==> config.mk <==
export PLATFORM = sky130hd
export DESIGN_NAME = combination_lock_controller_flat
export DESIGN_NICKNAME = d
export VERILOG_FILES = /design/src/rtl/combination_lock_if.sv /design/src/rtl/combination_lock_controller.sv /design/src/flat_wrapper.sv
export SDC_FILE = /design/constraint.sdc
export NUM_CORES = 1
export LEC_CHECK = 0
export CAP_MARGIN = 25
export CORE_MARGIN = 10
export CORE_UTILIZATION = 30
export DETAILED_ROUTE_END_ITERATION = 10
export HOLD_SLACK_MARGIN = 0.12
export PLACE_DENSITY = 0.51
export SLEW_MARGIN = 10
export SYNTH_ARGS = -nofsm -noshare
export SYNTH_HDL_FRONTEND = slang
export SYNTH_SLANG_ARGS = --single-unit
==> constraint.sdc <==
create_clock -name clk -period 2.75 [get_ports clk]
set_input_delay 0.825 -clock clk [delete_from_list [all_inputs] [get_ports clk]]
set_output_delay 0.825 -clock clk [all_outputs]
set_load 0.01 [all_outputs]
==> src/rtl/combination_lock_if.sv <==
// Signal bundle between the combination-lock controller, the keypad front end,
// the single-digit dial comparator and the status outputs.
interface combination_lock_if #(
  parameter int unsigned NUM_DIGITS   = 4,
  parameter int unsigned MAX_ATTEMPTS = 3
);
  localparam int unsigned IDX_W = $clog2(NUM_DIGITS);
  localparam int unsigned ATT_W = $clog2(MAX_ATTEMPTS + 1);

  logic [4*NUM_DIGITS-1:0] combination;
  logic [3:0]              digit_guess;
  logic                    enter;
  logic                    clear;
  logic                    relock;
  logic                    digit_found_flag;
  logic [3:0]              dial_digit;
  logic [3:0]              dial_guess;
  logic [IDX_W-1:0]        digit_index;
  logic [ATT_W-1:0]        attempts_left;
  logic                    unlocked;
  logic                    error;
  logic                    locked_out;

  modport master (
    output combination, digit_guess, enter, clear, relock, digit_found_flag,
    input  dial_digit, dial_guess, digit_index, attempts_left, unlocked, error, locked_out
  );

  modport slave (
    input  combination, digit_guess, enter, clear, relock, digit_found_flag,
    output dial_digit, dial_guess, digit_index, attempts_left, unlocked, error, locked_out
  );
endinterface

==> src/rtl/combination_lock_controller.sv <==
// Digit-by-digit combination entry sequencer: feeds the dial comparator, defers the
// pass/fail verdict until the last digit, and counts failures into a timed lockout.
module combination_lock_controller #(
  parameter int unsigned NUM_DIGITS     = 4,
  parameter int unsigned MAX_ATTEMPTS   = 3,
  parameter int unsigned LOCKOUT_CYCLES = 100_000_000
) (
  input logic               clk,
  input logic               rst,
  combination_lock_if.slave bus
);
  localparam int unsigned IDX_W = $clog2(NUM_DIGITS);
  localparam int unsigned ATT_W = $clog2(MAX_ATTEMPTS + 1);
  localparam int unsigned CNT_W = (LOCKOUT_CYCLES > 1) ? $clog2(LOCKOUT_CYCLES) : 1;

  localparam logic [IDX_W-1:0] LAST_IDX = IDX_W'(NUM_DIGITS - 1);
  localparam logic [ATT_W-1:0] ATT_MAX  = ATT_W'(MAX_ATTEMPTS);
  localparam logic [CNT_W-1:0] CNT_LOAD = CNT_W'(LOCKOUT_CYCLES - 1);

  typedef enum logic [2:0] {
    S_ENTRY,
    S_CHECK,
    S_VERDICT,
    S_FAIL,
    S_UNLOCKED,
    S_LOCKOUT
  } state_e;

  state_e           state_q, state_d;
  logic [IDX_W-1:0] idx_q, idx_d;
  logic [3:0]       guess_q, guess_d;
  logic             mismatch_q, mismatch_d;
  logic [ATT_W-1:0] att_q, att_d;
  logic [CNT_W-1:0] cnt_q, cnt_d;

  always_ff @(posedge clk) begin
    if (rst) begin
      state_q    <= S_ENTRY;
      idx_q      <= '0;
      guess_q    <= '0;
      mismatch_q <= 1'b0;
      att_q      <= ATT_MAX;
      cnt_q      <= '0;
    end else begin
      state_q    <= state_d;
      idx_q      <= idx_d;
      guess_q    <= guess_d;
      mismatch_q <= mismatch_d;
      att_q      <= att_d;
      cnt_q      <= cnt_d;
    end
  end

  always_comb begin
    state_d    = state_q;
    idx_d      = idx_q;
    guess_d    = guess_q;
    mismatch_d = mismatch_q;
    att_d      = att_q;
    cnt_d      = cnt_q;

    unique case (state_q)
      S_ENTRY: begin
        if (bus.clear) begin
          idx_d      = '0;
          mismatch_d = 1'b0;
        end else if (bus.enter) begin
          guess_d = bus.digit_guess;
          state_d = S_CHECK;
        end
      end

      S_CHECK: begin
        if (bus.clear) begin
          idx_d      = '0;
          mismatch_d = 1'b0;
          state_d    = S_ENTRY;
        end else begin
          // Mismatch accumulates silently; only VERDICT acts on it.
          mismatch_d = mismatch_q | ~bus.digit_found_flag;
          if (idx_q == LAST_IDX) begin
            state_d = S_VERDICT;
          end else begin
            idx_d   = idx_q + 1'b1;
            state_d = S_ENTRY;
          end
        end
      end

      S_VERDICT: begin
        idx_d      = '0;
        mismatch_d = 1'b0;
        if (!mismatch_q) begin
          att_d   = ATT_MAX;
          state_d = S_UNLOCKED;
        end else if (att_q <= ATT_W'(1)) begin
          att_d   = '0;
          cnt_d   = CNT_LOAD;
          state_d = S_LOCKOUT;
        end else begin
          att_d   = att_q - 1'b1;
          state_d = S_FAIL;
        end
      end

      S_FAIL: state_d = S_ENTRY;

      S_UNLOCKED: begin
        if (bus.relock) state_d = S_ENTRY;
      end

      S_LOCKOUT: begin
        if (cnt_q == '0) begin
          att_d   = ATT_MAX;
          state_d = S_ENTRY;
        end else begin
          cnt_d = cnt_q - 1'b1;
        end
      end

      default: state_d = S_ENTRY;
    endcase
  end

  always_comb begin
    bus.dial_digit = '0;
    for (int unsigned k = 0; k < NUM_DIGITS; k++) begin
      if (idx_q == IDX_W'(k)) bus.dial_digit = bus.combination[4*k +: 4];
    end
  end

  assign bus.dial_guess    = guess_q;
  assign bus.digit_index   = idx_q;
  assign bus.attempts_left = att_q;
  assign bus.unlocked      = (state_q == S_UNLOCKED);
  assign bus.error         = (state_q == S_FAIL);
  assign bus.locked_out    = (state_q == S_LOCKOUT);
endmodule

==> src/flat_wrapper.sv <==
// flat-port wrapper written by rule: the top's interface ports become plain ports
module combination_lock_controller_flat 
#(
  parameter int unsigned NUM_DIGITS     = 4,
  parameter int unsigned MAX_ATTEMPTS   = 3,
  parameter int unsigned LOCKOUT_CYCLES = 100_000_000
)
  (clk, rst, bus_combination, bus_digit_guess, bus_enter, bus_clear, bus_relock, bus_digit_found_flag, bus_dial_digit, bus_dial_guess, bus_digit_index, bus_attempts_left, bus_unlocked, bus_error, bus_locked_out);
  combination_lock_if #(.NUM_DIGITS(NUM_DIGITS), .MAX_ATTEMPTS(MAX_ATTEMPTS)) bus_i ();
  input logic clk;
  input logic rst;
  input wire logic [$bits(bus_i.combination)-1:0] bus_combination;
  input wire logic [$bits(bus_i.digit_guess)-1:0] bus_digit_guess;
  input wire logic [$bits(bus_i.enter)-1:0] bus_enter;
  input wire logic [$bits(bus_i.clear)-1:0] bus_clear;
  input wire logic [$bits(bus_i.relock)-1:0] bus_relock;
  input wire logic [$bits(bus_i.digit_found_flag)-1:0] bus_digit_found_flag;
  output wire logic [$bits(bus_i.dial_digit)-1:0] bus_dial_digit;
  output wire logic [$bits(bus_i.dial_guess)-1:0] bus_dial_guess;
  output wire logic [$bits(bus_i.digit_index)-1:0] bus_digit_index;
  output wire logic [$bits(bus_i.attempts_left)-1:0] bus_attempts_left;
  output wire logic [$bits(bus_i.unlocked)-1:0] bus_unlocked;
  output wire logic [$bits(bus_i.error)-1:0] bus_error;
  output wire logic [$bits(bus_i.locked_out)-1:0] bus_locked_out;
  assign bus_i.combination = bus_combination;
  assign bus_i.digit_guess = bus_digit_guess;
  assign bus_i.enter = bus_enter;
  assign bus_i.clear = bus_clear;
  assign bus_i.relock = bus_relock;
  assign bus_i.digit_found_flag = bus_digit_found_flag;
  assign bus_dial_digit = bus_i.dial_digit;
  assign bus_dial_guess = bus_i.dial_guess;
  assign bus_digit_index = bus_i.digit_index;
  assign bus_attempts_left = bus_i.attempts_left;
  assign bus_unlocked = bus_i.unlocked;
  assign bus_error = bus_i.error;
  assign bus_locked_out = bus_i.locked_out;
  combination_lock_controller #(.NUM_DIGITS(NUM_DIGITS), .MAX_ATTEMPTS(MAX_ATTEMPTS), .LOCKOUT_CYCLES(LOCKOUT_CYCLES)) u_core (.clk(clk), .rst(rst), .bus(bus_i));
endmodule
==> flow_summary.yaml <==
outcome:
  outcome: "finished, final reports clean"
worst_setup_path:
  crit_buf_inv: 2
  startpoint_type: "input port"
  reg2reg_from: "u_core.cnt_q[8]"
  critPathArrivalTime_ps: 1830
  path_cells: "clkdlybuf4s50_1 -> nand3b_1 -> a21oi_1 -> a21oi_1 -> o21ai_0 -> buf_2"
  path_common_cell: "a21oi_1"
  worstSetupStartpoint: "bus_combination[2]"
  cp.required_ps: 1930
  end_kind: "primary output"
  crit_type: "input port to primary output"
  path_max_fanout: 1
  worst_path_max_delay_cell: "clkdlybuf4s50_1"
  cp_top_family: "buffers and inverters"
  critPathMaxStageDelay_ps: 450
timing:
  period_share_pct: 96.6
  finalWorstSetupSlack_ps: 93.3
  finalHoldViolations: 0
  clock_skew_ps: 12.2
  relSlewSlack_pct: 54.2
  slew_viol_final: 0
  setup_violations: 0
  period_needed_ps: 2660
  rsz0062_at_grt: "no"
  max_freq_mhz: 376
  holdWs_ps: 484
  tightest_slew_ps: 681
  finalSetupTns_ps: 0
hold_path:
  hold_path_class: "register to register"
  hp-start: "u_core.cnt_q[25]"
cells_and_area:
  final-seq-area_um2: 781
  multi_input_area_mm2: 0.00140
  final_cell_area_mm2: 0.00294
  syn_to_final_growth_pct: 29.4
  layout-drive-gt1-share_pct: 10.4
  finalNetCount: 358
  n_antenna_cell: 0
  fill_cells: 781
floorplan:
  core.rowCount: 31
  ios: 41
  start_util_pct: 31.0
  core_mm2: 0.00733
  dieArea_mm2: 0.0115
  die_x_um: 107
  dieHeight_um: 107
place:
  portBuffers: 40
  post-place-ws_ps: -334
  dpl_cell_area_mm2: 0.00282
  place_congestion: 0.761
  post-dp-hpwl_um: 4770
clock_network:
  cts.hold.buffers_added: 0
  clock-sinks: 39
  h-tree-depth: 2
  cts_tree: "done"
  post-cts-setup-buffers: 0
  cts-root-buf: "clkbuf_8"
  clk_latency_ps: 290
  numCtsBuffers: 5
  cts.clk_slew.worst_paths_ps: 80
  cts.path.max_buffers: 2
synthesis:
  netlist_area_mm2: 0.00227
  async_flop_share_pct: 0
  syn_area_per_cell_um2: 7.95
  synthTopCellsByCount: "dfxtp_1 (39), or3_1 (26), nor2_1 (24), nand2_1 (20), a21oi_1 (17)"
  yosysWarnings: 0
  synth-main-ff-cell: "dfxtp_1"
  syn-num-nets: 317
  synth_edf_count: 0
  yosys-top-cells-area: "dfxtp_1 (34%), or3_1 (7.2%), or4_1 (4.3%), mux2i_1 (4.0%), nor2_1 (4.0%)"
  seq_area_frac_synth_pct: 34.3
  ys_types: 45
  yosys.area.top_type: "dfxtp_1"
  synth.top_cell.area_share_pct: 34.3
  synthCells: 286
  yosysMostFrequentCell: "dfxtp_1"
  ys_ff_latch: 39
detailed_routing:
  drt-pass1-iter-count: 4
  viasPerCell: 5.27
  routed_wl_um: 6320
  route.detailed.drc: 0
  drt_iter0_drc: 156
  via_count: 2252
  wl_per_cell_um: 14.8
  ant_nets: 0
global_route:
  grt_pass1_vias: 2167
  antenna_found_initial: 0
  grt_start_max_net_pins: 36
  overflow: 0
  grt_pass1_wl_um: 10700
  grt.total_usage_pct: 11.2
power:
  power.leakage_nw: 1.15
  power.density_mw_per_mm2: 421
  ir_drop_mv: 0.292
job:
  maxCapViolCount: 0
[kinds of logic after synthesis]
kind of cell | synth area share [%]
xor gates and xnor gates | 0.385
muxes | 4.46
AOI/OAI and AO/OA | 21.9
DFF | 34.3
adders and majority gates | 2.75
and+or+nand+nor | 31.5
buffers and inverters | 4.68
[layout make-up]
cell class / count / area share (%)
Sequential cell: 39 / 26.5
Clock inverter: 2 / 2.04
Clock buffer: 6 / 2.47
Timing Repair Buffer: 52 / 16.3
Multi-Input combinational cell: 221 / 47.4
Inverter: 8 / 1.02
Tap cell: 99 / 4.21
[where the power goes]
group,internal [mW],switching [mW],total [mW]
logic,0.0600,0.0387,0.0987
clock network,0.363,0.205,0.568
registers,0.568,0.00450,0.573
total,0.991,0.249,1.24
[stage by stage]
stage | std cells | util, % | power, mW
global placement | 418 | 38.4 | 0.689
CTS | 426 | 40.2 | 1.26
global route | 427 | 40.1 | 1.29
floorplan | 286 | - | 0.626
finish | 427 | 40.1 | 1.24
detailed placement | 418 | 38.4 | 0.690
[flip-flops by register name, summed over array words and instances (netlist names)]
name                      flops
u_core.bus.digit_index        2
u_core.bus.attempts_left      2
u_core.state_q                3
u_core.cnt_q                 27
u_core.bus.dial_guess         4
u_core.mismatch_q             1
[layer usage]
layer  global-route usage [%]  up-vias  routed length [µm]
li1                         -     1163                   -
met1                     14.3     1052                2920
met2                     18.4       35                3130
met3                     2.16        2                 218
met4                     3.48        0                  54
met5                        0        -                   0
[worst paths after layout]
| kind | to | slack, ps | depth (start not counted) |
|---|---|---|---|
| worst min-delay path | u_core.cnt_q[25] | 480 | 2 |
| worst max register to register | u_core.cnt_q[19] | 330 | 5 |
| worst max-delay path | bus_dial_digit[2] | 90 | 6 |
| worst min register to register | u_core.cnt_q[25] | 480 | 2 |
[worst reg2reg max path: cells and delay by family (launching register included)]
family / cells / cell delay (ps)
AND/OR/NAND/NOR: 3 / 1390
AO/OA/AOI/OAI: 1 / 390
flip-flops: 1 / 370
multiplexers: 1 / 210
[layout by cell type, fill, tap and decap left out, types with 2 or more instances in the layout]
master           count
nand3b_1             2
bufinv_16            2
nor2_1              24
nand3_1              9
or3_1               26
buf_4               10
o31ai_1              8
clkbuf_2             3
inv_1                8
and2_1               3
nand2_1             20
a221o_1              2
nor4b_1              2
a31oi_1             13
buf_2                2
ha_1                 5
a211oi_1             6
or4_1               13
nand2b_1             5
a22oi_1              4
a21oi_1             17
nor3_1               9
clkdlybuf4s50_1     36
o21ai_0             12
o211ai_1             2
nor4_1               4
mux2i_1              9
or2_2                4
clkbuf_8             5
a2111oi_0            2
dfxtp_1             39
[timing repair]
item / 4_1_cts / 5_1_grt
setup endpoints to repair: 4 / 3
resized for setup: 11 / 7
cloned: 0 / 0
pin swaps: 0 / 1
Power figures use the tool's default switching activity.
